[config.mk]
export PLATFORM = sky130hd
export DESIGN_NAME = serial_mod_n_flat
export DESIGN_NICKNAME = d
export VERILOG_FILES = /design/src/rtl/serial_mod_n_if.sv /design/src/rtl/serial_mod_n.sv /design/src/flat_wrapper.sv
export SDC_FILE = /design/constraint.sdc
export NUM_CORES = 1
export LEC_CHECK = 0
export ABC_AREA = 1
export ABC_CLOCK_PERIOD_IN_PS = 1300
export CORE_MARGIN = 2
export CORE_UTILIZATION = 40
export DETAILED_ROUTE_END_ITERATION = 8
export GPL_TIMING_DRIVEN = 0
export PLACE_DENSITY = 0.73
export REMOVE_ABC_BUFFERS = 1
export SLEW_MARGIN = 5
export SYNTH_ARGS = -nofsm -noshare
export SYNTH_HDL_FRONTEND = slang
export SYNTH_SLANG_ARGS = --single-unit
export TNS_END_PERCENT = 10
[constraint.sdc]
create_clock -name clk -period 1.3 [get_ports clk]
set_input_delay 0.325 -clock clk [delete_from_list [all_inputs] [get_ports clk]]
set_output_delay 0.325 -clock clk [all_outputs]
set_load 0.02 [all_outputs]
[src/rtl/serial_mod_n_if.sv]
// Bit-stream port bundle for serial_mod_n: framed input beats plus remainder/verdict outputs.
interface serial_mod_n_if #(
  parameter int unsigned MOD = 3
);
  localparam int unsigned RW = $clog2(MOD);

  logic          din_vld;
  logic          din;
  logic          sof;
  logic          eof;
  logic [RW-1:0] rem;
  logic          div;
  logic          frm_done;
  logic          frm_div;
  logic [RW-1:0] frm_rem;
  logic          err;

  modport master (
    output din_vld, din, sof, eof,
    input  rem, div, frm_done, frm_div, frm_rem, err
  );

  modport slave (
    input  din_vld, din, sof, eof,
    output rem, div, frm_done, frm_div, frm_rem, err
  );
endinterface

[src/rtl/serial_mod_n.sv]
// Serial divisibility checker: running remainder modulo MOD of a framed bitstream, with frame verdicts.
// Define SERIAL_MOD_LSB_FIRST_EN for LSB-first bit order (adds a weight register); default is MSB-first.
module serial_mod_n #(
  parameter int unsigned MOD      = 3,
  parameter int unsigned MAX_BITS = 64
) (
  input logic          clk,
  input logic          rst,
  serial_mod_n_if.slave bus
);
  localparam int unsigned RW = $clog2(MOD);
  // Counter must hold the saturation value MAX_BITS+1
  localparam int unsigned CW = $clog2(MAX_BITS + 2);

  localparam logic [RW:0]   MOD_W   = (RW+1)'(MOD);
  localparam logic [CW-1:0] CNT_MAX = CW'(MAX_BITS);
  localparam logic [CW-1:0] CNT_SAT = CW'(MAX_BITS + 1);

  typedef enum logic {
    IDLE = 1'b0,
    RUN  = 1'b1
  } state_t;

  state_t        state;
  logic [CW-1:0] cnt_q;
  logic [RW-1:0] rem_q;
  logic          div_q;
  logic          frm_done_q;
  logic          frm_div_q;
  logic [RW-1:0] frm_rem_q;
  logic          err_q;

  logic          accept;
  logic [RW-1:0] r_base;
  logic [RW:0]   r_sum;
  logic [RW-1:0] r_nxt;

`ifdef SERIAL_MOD_LSB_FIRST_EN
  logic [RW-1:0] w_q;
  logic [RW-1:0] w_base;
  logic [RW:0]   w_sum;
  logic [RW-1:0] w_nxt;
`endif

  // Next remainder for the current beat; a sof beat restarts from zero
  always_comb begin
    accept = bus.din_vld && (bus.sof || (state == RUN));
    r_base = bus.sof ? '0 : rem_q;
`ifdef SERIAL_MOD_LSB_FIRST_EN
    w_base = bus.sof ? RW'(1) : w_q;
    r_sum  = (RW+1)'(r_base) + (bus.din ? (RW+1)'(w_base) : '0);
    w_sum  = {w_base, 1'b0};
    w_nxt  = (w_sum >= MOD_W) ? RW'(w_sum - MOD_W) : RW'(w_sum);
`else
    r_sum  = {r_base, bus.din};
`endif
    r_nxt  = (r_sum >= MOD_W) ? RW'(r_sum - MOD_W) : RW'(r_sum);
  end

  // Frame FSM with all outputs registered
  always_ff @(posedge clk or negedge rst) begin
    if (!rst) begin
      state      <= IDLE;
      cnt_q      <= '0;
      rem_q      <= '0;
      div_q      <= 1'b0;
      frm_done_q <= 1'b0;
      frm_div_q  <= 1'b0;
      frm_rem_q  <= '0;
      err_q      <= 1'b0;
`ifdef SERIAL_MOD_LSB_FIRST_EN
      w_q        <= '0;
`endif
    end else begin
      frm_done_q <= 1'b0;
      if (accept) begin
        rem_q <= r_nxt;
        div_q <= (r_nxt == '0);
`ifdef SERIAL_MOD_LSB_FIRST_EN
        w_q   <= w_nxt;
`endif
        if (bus.sof) begin
          cnt_q <= CW'(1);
          err_q <= 1'b0;
        end else begin
          if (cnt_q != CNT_SAT) cnt_q <= cnt_q + CW'(1);
          if (cnt_q == CNT_MAX) err_q <= 1'b1;
        end
        if (bus.eof) begin
          state      <= IDLE;
          frm_done_q <= 1'b1;
          frm_rem_q  <= r_nxt;
          frm_div_q  <= (r_nxt == '0);
        end else begin
          state <= RUN;
        end
      end
    end
  end

  assign bus.rem      = rem_q;
  assign bus.div      = div_q;
  assign bus.frm_done = frm_done_q;
  assign bus.frm_div  = frm_div_q;
  assign bus.frm_rem  = frm_rem_q;
  assign bus.err      = err_q;
endmodule

[src/flat_wrapper.sv]
// flat-port wrapper written by rule: the top's interface ports become plain ports
module serial_mod_n_flat 
#(
  parameter int unsigned MOD      = 3,
  parameter int unsigned MAX_BITS = 64
)
  (clk, rst, bus_din_vld, bus_din, bus_sof, bus_eof, bus_rem, bus_div, bus_frm_done, bus_frm_div, bus_frm_rem, bus_err);
  serial_mod_n_if #(.MOD(MOD)) bus_i ();
  input logic clk;
  input logic rst;
  input wire logic [$bits(bus_i.din_vld)-1:0] bus_din_vld;
  input wire logic [$bits(bus_i.din)-1:0] bus_din;
  input wire logic [$bits(bus_i.sof)-1:0] bus_sof;
  input wire logic [$bits(bus_i.eof)-1:0] bus_eof;
  output wire logic [$bits(bus_i.rem)-1:0] bus_rem;
  output wire logic [$bits(bus_i.div)-1:0] bus_div;
  output wire logic [$bits(bus_i.frm_done)-1:0] bus_frm_done;
  output wire logic [$bits(bus_i.frm_div)-1:0] bus_frm_div;
  output wire logic [$bits(bus_i.frm_rem)-1:0] bus_frm_rem;
  output wire logic [$bits(bus_i.err)-1:0] bus_err;
  assign bus_i.din_vld = bus_din_vld;
  assign bus_i.din = bus_din;
  assign bus_i.sof = bus_sof;
  assign bus_i.eof = bus_eof;
  assign bus_rem = bus_i.rem;
  assign bus_div = bus_i.div;
  assign bus_frm_done = bus_i.frm_done;
  assign bus_frm_div = bus_i.frm_div;
  assign bus_frm_rem = bus_i.frm_rem;
  assign bus_err = bus_i.err;
  serial_mod_n #(.MOD(MOD), .MAX_BITS(MAX_BITS)) u_core (.clk(clk), .rst(rst), .bus(bus_i));
endmodule
After elaboration in Yosys (flattened, before gate mapping)
Cells that the tools add are included.

Output and inout port bits: 8. Latch bits: 0. Register bits: 16. Memories kept: 0. Word-level logic and storage cells: 30. RAM bits: 0. Memory bits (read-only): 0.

$mul: 0. Reductions and logical operators: 8. Div/mod/pow operators: 0. Magnitude comparators: 1. Mux-type cells: 9. Shift-type cells: 0. Equality and inequality tests: 2. Bitwise gates (word level): 0. Add/sub/neg operators: 2.

Operator list (count): $mux 7 (2); $add 7x1->7 const B (1); $eq 7x7->1 const B (1); $ne 7x7->1 const B (1); $reduce_and 2->1 (3); $mux 1 (5); $mux 2 (2); $reduce_bool 2->1 (2); $ge 3x2->1 const B (1); $logic_not 2->1 (1); $sub 2x2->2 const B (1); $logic_and 1x1->1 (1); $logic_or 1x1->1 (1).

Logic depth before layout (Yosys ltp)
Depth after elaboration: 4. Mapped depth: 10. Depth with buffers taken out: 10.

Worst setup path before layout
Ideal clock, no wire load.

Kind: register -> register. Start point: register u_core.rem_q[0] (netlist: u_core.bus.rem[0]). End point: register u_core.div_q (netlist: u_core.bus.div). Library setup time: 0.118 ns. Cell stages (with the launch flop): 10. Data arrival time: 1.144 ns. Path buffers: 0. Path slack: 0.038 ns. Cell sequence: dfrtp_1 -> nand2_1 -> inv_1 -> ha_1 -> inv_1 -> nand3_1 -> nand2_1 -> nand2_1 -> nand3_1 -> nand2_1.

Word-level cells in the longest chain between the ends: 4.

Ends and longest elaborated chain: start, declared (RTL line serial_mod_n.sv:26) `logic [RW-1:0] rem_q;`; start signal, assigned (RTL line serial_mod_n.sv:77) `rem_q <= r_nxt;`; $mux 2 (*) (RTL line serial_mod_n.sv:48) `r_base = bus.sof ? '0 : rem_q;`; $ge 3x2->1 or $sub 2x2->2 (tied branches) (RTL line serial_mod_n.sv:57) `r_nxt = (r_sum >= MOD_W) ? RW'(r_sum - MOD_W) : RW'(r_sum);`; $mux 2 (*) (RTL line serial_mod_n.sv:57); $logic_not 2->1 (*) (RTL line serial_mod_n.sv:78) `div_q <= (r_nxt == '0);`; end signal, assigned (RTL line serial_mod_n.sv:78); end, declared (RTL line serial_mod_n.sv:27) `logic div_q;`.

Mark *: on every way between the ends. The rest lies on a longest branch, timed or not. A chain may end at the register's enable or synchronous reset.

Worst setup path in the final report
Start point: register u_core.cnt_q[1]. End point: register u_core.cnt_q[5].

Word-level cells in the longest chain between the ends: 3.

Ends and longest elaborated chain: start, declared (RTL line serial_mod_n.sv:25) `logic [CW-1:0] cnt_q;`; start signal, assigned (RTL line serial_mod_n.sv:86) `if (cnt_q != CNT_SAT) cnt_q <= cnt_q + CW'(1);`; $add 7x1->7 or $ne 7x7->1 (tied branches) (RTL line serial_mod_n.sv:86); $mux 7 or $reduce_bool 2->1 (tied branches); $mux 7 or $reduce_and 2->1 (tied branches).

Several ways; a longest one is shown, not always the timed one. The select of a mux whose other input is x is not followed.

==> key figures <==
Timing
  – Maximum clock skew at final layout: roughly 0.0032 ns
  – Post-route worst hold slack: 0.367 ns
  – Unrepaired setup endpoints after global routing: true
  – Max-slew headroom: 52.7%
  – Worst setup slack after layout: -0.0123 ns
  – Post-route fraction of the period consumed by the critical path: 101%
  – Worst Tran Pin Value: 0.707 ns
  – Maximum clock frequency: 762 MHz
  – Clock period minus worst slack: 1.31 ns
  – Hold violation count in the final report: 0
  – Number of pins exceeding their max-slew limit in the final report: 0
  – Final setup violating endpoints: 5

Worst setup path
  – Kind of start point of the critical path: flop
  – Setup crit end kind: flop
  – Data arrival time at the worst-slack endpoint: between 1 and 1.5 ns
  – Worst endpoint required time: about 1.5 ns
  – CP Buf/Inv Count: 2
  – Slowest library cell on the worst path: sky130_fd_sc_hd__dfrtp_1
  – Delay of the slowest critical-path stage: 0.44 ns
  – Delay-heaviest family, CP: flip-flops
  – Setup Crit Path Kind: flop to flop
  – Peak fanout along the critical path: 7
  – Cell-by-cell trace of the critical path: inv_2 -> ha_4 -> inv_1 -> nor2_1 -> nand3_2 -> nand2_2 -> o21ai_1

Placement
  – Detailed placement HPWL: 1200 um
  – I/O Buffers: 13
  – Placement-stage worst setup slack: -0.654 ns
  – Post-place instance area: 988 sq um
  – Routability Congestion: slightly below 0.8

Finish
  – Share of final-layout standard cells stronger than drive strength 1: 30.4%
  – Total inserted antenna cells: 0
  – Finished Cell Area: ~0.0011 sq mm
  – Final net count: 136
  – Area growth, synth to finish: 30.5%
  – Post-route core utilization: ~56%

Floorplanning
  – Area inside the core boundary: 0.00196 sq mm
  – Initial core utilization: 42.6%
  – I/O pin cnt: 14
  – Cell Rows: 16
  – Die area: approximately 0.0025 sq mm
  – Horizontal extent of the die: about 50 um
  – DIE HEIGHT: a little under 50 um

Clock tree
  – H-Tree Level Count: 1
  – Clock Pin Slew Worst Setup and Hold Paths: roughly 0.1 ns
  – Root buffer cell: sky130_fd_sc_hd__clkbuf_4
  – TritonCTS clock tree: yes
  – Hold-fix buffers at CTS: 0
  – Bufs on Longest Clock Path: 2
  – Number of CTS-inserted buffers: 3
  – Clock sink count: 16
  – Clock Latency Late Sink: ~0.28 ns

GRT
  – Initial antenna violation count: 0
  – Number of global-route vias before repair: 671
  – Overflow after GRT: 0
  – GRT Util Overall: 15.0%
  – Largest net degree at the start of global routing: 17
  – Global-route wire length before repair: around 2900 um

Pwr
  – Power per cell area: 1430 mW/mm^2
  – Leakage: 0.530 nW
  – Overall Power: 1.56 mW
  – Peak VDD IR: ~1.0 mV

Synthesis
  – Post-synthesis average cell area: 7.96 sq um
  – Leading register cell type out of synthesis: sky130_fd_sc_hd__dfrtp_1
  – Top-area cell type share of the netlist area: 47.9%
  – Mapped cell area: 836 sq um
  – Synth area leaders: sky130_fd_sc_hd__dfrtp_1 48%, sky130_fd_sc_hd__nand2_1 15%, sky130_fd_sc_hd__ha_1 6.0%
  – Post-synthesis instance total: 105
  – Most numerous cell types in the synthesized netlist: 34 x sky130_fd_sc_hd__nand2_1, 16 x sky130_fd_sc_hd__dfrtp_1, 13 x sky130_fd_sc_hd__inv_1
  – EDFF count, synth: 0
  – Most frequent cell after synthesis: sky130_fd_sc_hd__nand2_1
  – Number of warnings reported in the yosys synthesis log: 0
  – Largest area contributor in the netlist: sky130_fd_sc_hd__dfrtp_1
  – Proportion of synthesized chip area in sequential cells: 47.9%
  – Share of flip-flops with an asynchronous set or reset after synthesis: 100%
  – Library cells used by synthesis: 17
  – Post-synthesis register bit count: 16

Run status
  – Result of the run: finished with violations
  – Failing checks: setup timing

Route
  – Overall via count from detail_route: 738
  – Post-route DRC: 0
  – 1st-pass router iterations: 3
  – First DRT Iteration DRCs: 5
  – Routed Antenna Nets: 0
  – Routed wire length: 1770 um
  – Average wire length per cell after detail routing: roughly 12 um
  – Via-to-Cell Ratio: 4.86

Hold path
  – Worst hold-check path type: input pin to flop

Flow run
  – Maximum Capacitance Violations: 0
[routing by layer]
| metal | share of wire (%) | vias up | global-route usage (%) |
|---|---|---|---|
| li1 | - | 372 | - |
| met1 | 44 | 358 | 19.1 |
| met5 | 0 | - | 0 |
| met2 | 53 | 8 | 25.3 |
| met4 | 0 | 0 | 5.56 |
| met3 | 2.7 | 0 | 2.42 |
[logic make-up (layout without fill, tap and decap cells)]
family,after synthesis,after routing,synth area share (%)
and+or+nand+nor,58,59,30.1
DFF,16,16,47.9
buffers and inverters,14,33,7.19
AOI/OAI and AO/OA,12,12,7.79
adders and majority gates,4,4,5.99
xor gates and xnor gates,1,1,1.05
[final timing paths]
path | start | endpoint | slack [ns] | cells past startpoint
hold reg to reg | u_core.bus.div | u_core.bus.div | 0.48 | 2
setup reg to reg | u_core.cnt_q[1] | u_core.cnt_q[5] | -0.01 | 7
max in group asynchronous | rst | u_core.cnt_q[0] | 0.36 | 1
setup / recovery | u_core.cnt_q[1] | u_core.cnt_q[5] | -0.01 | 7
hold / removal | bus_sof | u_core.cnt_q[3] | 0.37 | 4
min in group asynchronous | rst | u_core.cnt_q[3] | 0.45 | 1
[cell type report]
type	count	area, sq um
clock buffers	4	36.3
fillers	192	871
inverters	13	48.8
multi-input cells	76	450
flip-flops and latches	16	402
well taps	27	33.8
repair buffers	16	120
[registers in the layout, indices dropped and copies added (netlist names)]
| name | count |
|---|---|
| u_core.cnt_q | 7 |
| u_core.bus.frm_rem | 2 |
| u_core.bus.rem | 2 |
| u_core.bus.div | 1 |
| u_core.bus.err | 1 |
| u_core.bus.frm_div | 1 |
| u_core.bus.frm_done | 1 |
| u_core.state | 1 |
[where the power goes]
group / switching, mW / total [mW] / internal [mW]
combinational: 0.332 / 0.549 / 0.217
clock: 0.161 / 0.332 / 0.170
sequential: 0.0847 / 0.678 / 0.594
[metrics by stage]
stage,setup TNS [ns],std cells
3_3_place_gp,-7.03,144
4_1_cts,-0.0242,148
3_5_place_dp,-7.19,144
6_report,-0.0304,152
2_1_floorplan,0,104
5_1_grt,-0.968,152
[layout by cell type (no fill, tap or decap)]
master / Yosys / routed
sky130_fd_sc_hd__o21bai_1: 1 / 1
sky130_fd_sc_hd__inv_1: 13 / 8
sky130_fd_sc_hd__nand2_2: 1 / 5
sky130_fd_sc_hd__a21boi_0: 1 / 1
sky130_fd_sc_hd__nand4_1: 1 / 1
sky130_fd_sc_hd__nor3_2: 1 / 1
sky130_fd_sc_hd__dfrtp_1: 16 / 15
sky130_fd_sc_hd__nand3b_1: 2 / 2
sky130_fd_sc_hd__xor2_1: 1 / 1
sky130_fd_sc_hd__nand3_2: 0 / 3
sky130_fd_sc_hd__clkbuf_2: 0 / 5
sky130_fd_sc_hd__ha_1: 4 / 2
sky130_fd_sc_hd__nor2_1: 8 / 7
sky130_fd_sc_hd__clkbuf_4: 0 / 3
sky130_fd_sc_hd__clkbuf_8: 0 / 1
sky130_fd_sc_hd__clkdlybuf4s15_2: 0 / 2
sky130_fd_sc_hd__nand2_1: 34 / 29
sky130_fd_sc_hd__nand3_1: 10 / 7
sky130_fd_sc_hd__clkdlybuf4s50_1: 0 / 4
sky130_fd_sc_hd__nand2_4: 0 / 2
sky130_fd_sc_hd__inv_2: 0 / 5
sky130_fd_sc_hd__buf_2: 0 / 2
sky130_fd_sc_hd__ha_4: 0 / 2
sky130_fd_sc_hd__or2_2: 1 / 1
sky130_fd_sc_hd__nor2_2: 0 / 1
sky130_fd_sc_hd__dfrtp_2: 0 / 1
sky130_fd_sc_hd__o21ai_1: 6 / 9
sky130_fd_sc_hd__buf_4: 0 / 3
sky130_fd_sc_hd__o21ai_2: 0 / 1
[worst min-delay path, cell delays in order]
cell	delay, ns
sky130_fd_sc_hd__clkbuf_2	0.14
sky130_fd_sc_hd__nor2_1	0.06
sky130_fd_sc_hd__nand2_1	0.06
sky130_fd_sc_hd__nand2_1	0.04
[repair_timing]
| item | 4_1_cts | 5_1_grt |
|---|---|---|
| cloned | 0 | 1 |
| endpoints found under the setup margin | 22 | 20 |
| setup buffers | 0 | 3 |
| pin swaps | 0 | 7 |
| gates resized for setup | 25 | 30 |
| hold endpoints to repair | 0 | 0 |
No activity file was read; power rests on OpenSTA's default activity.
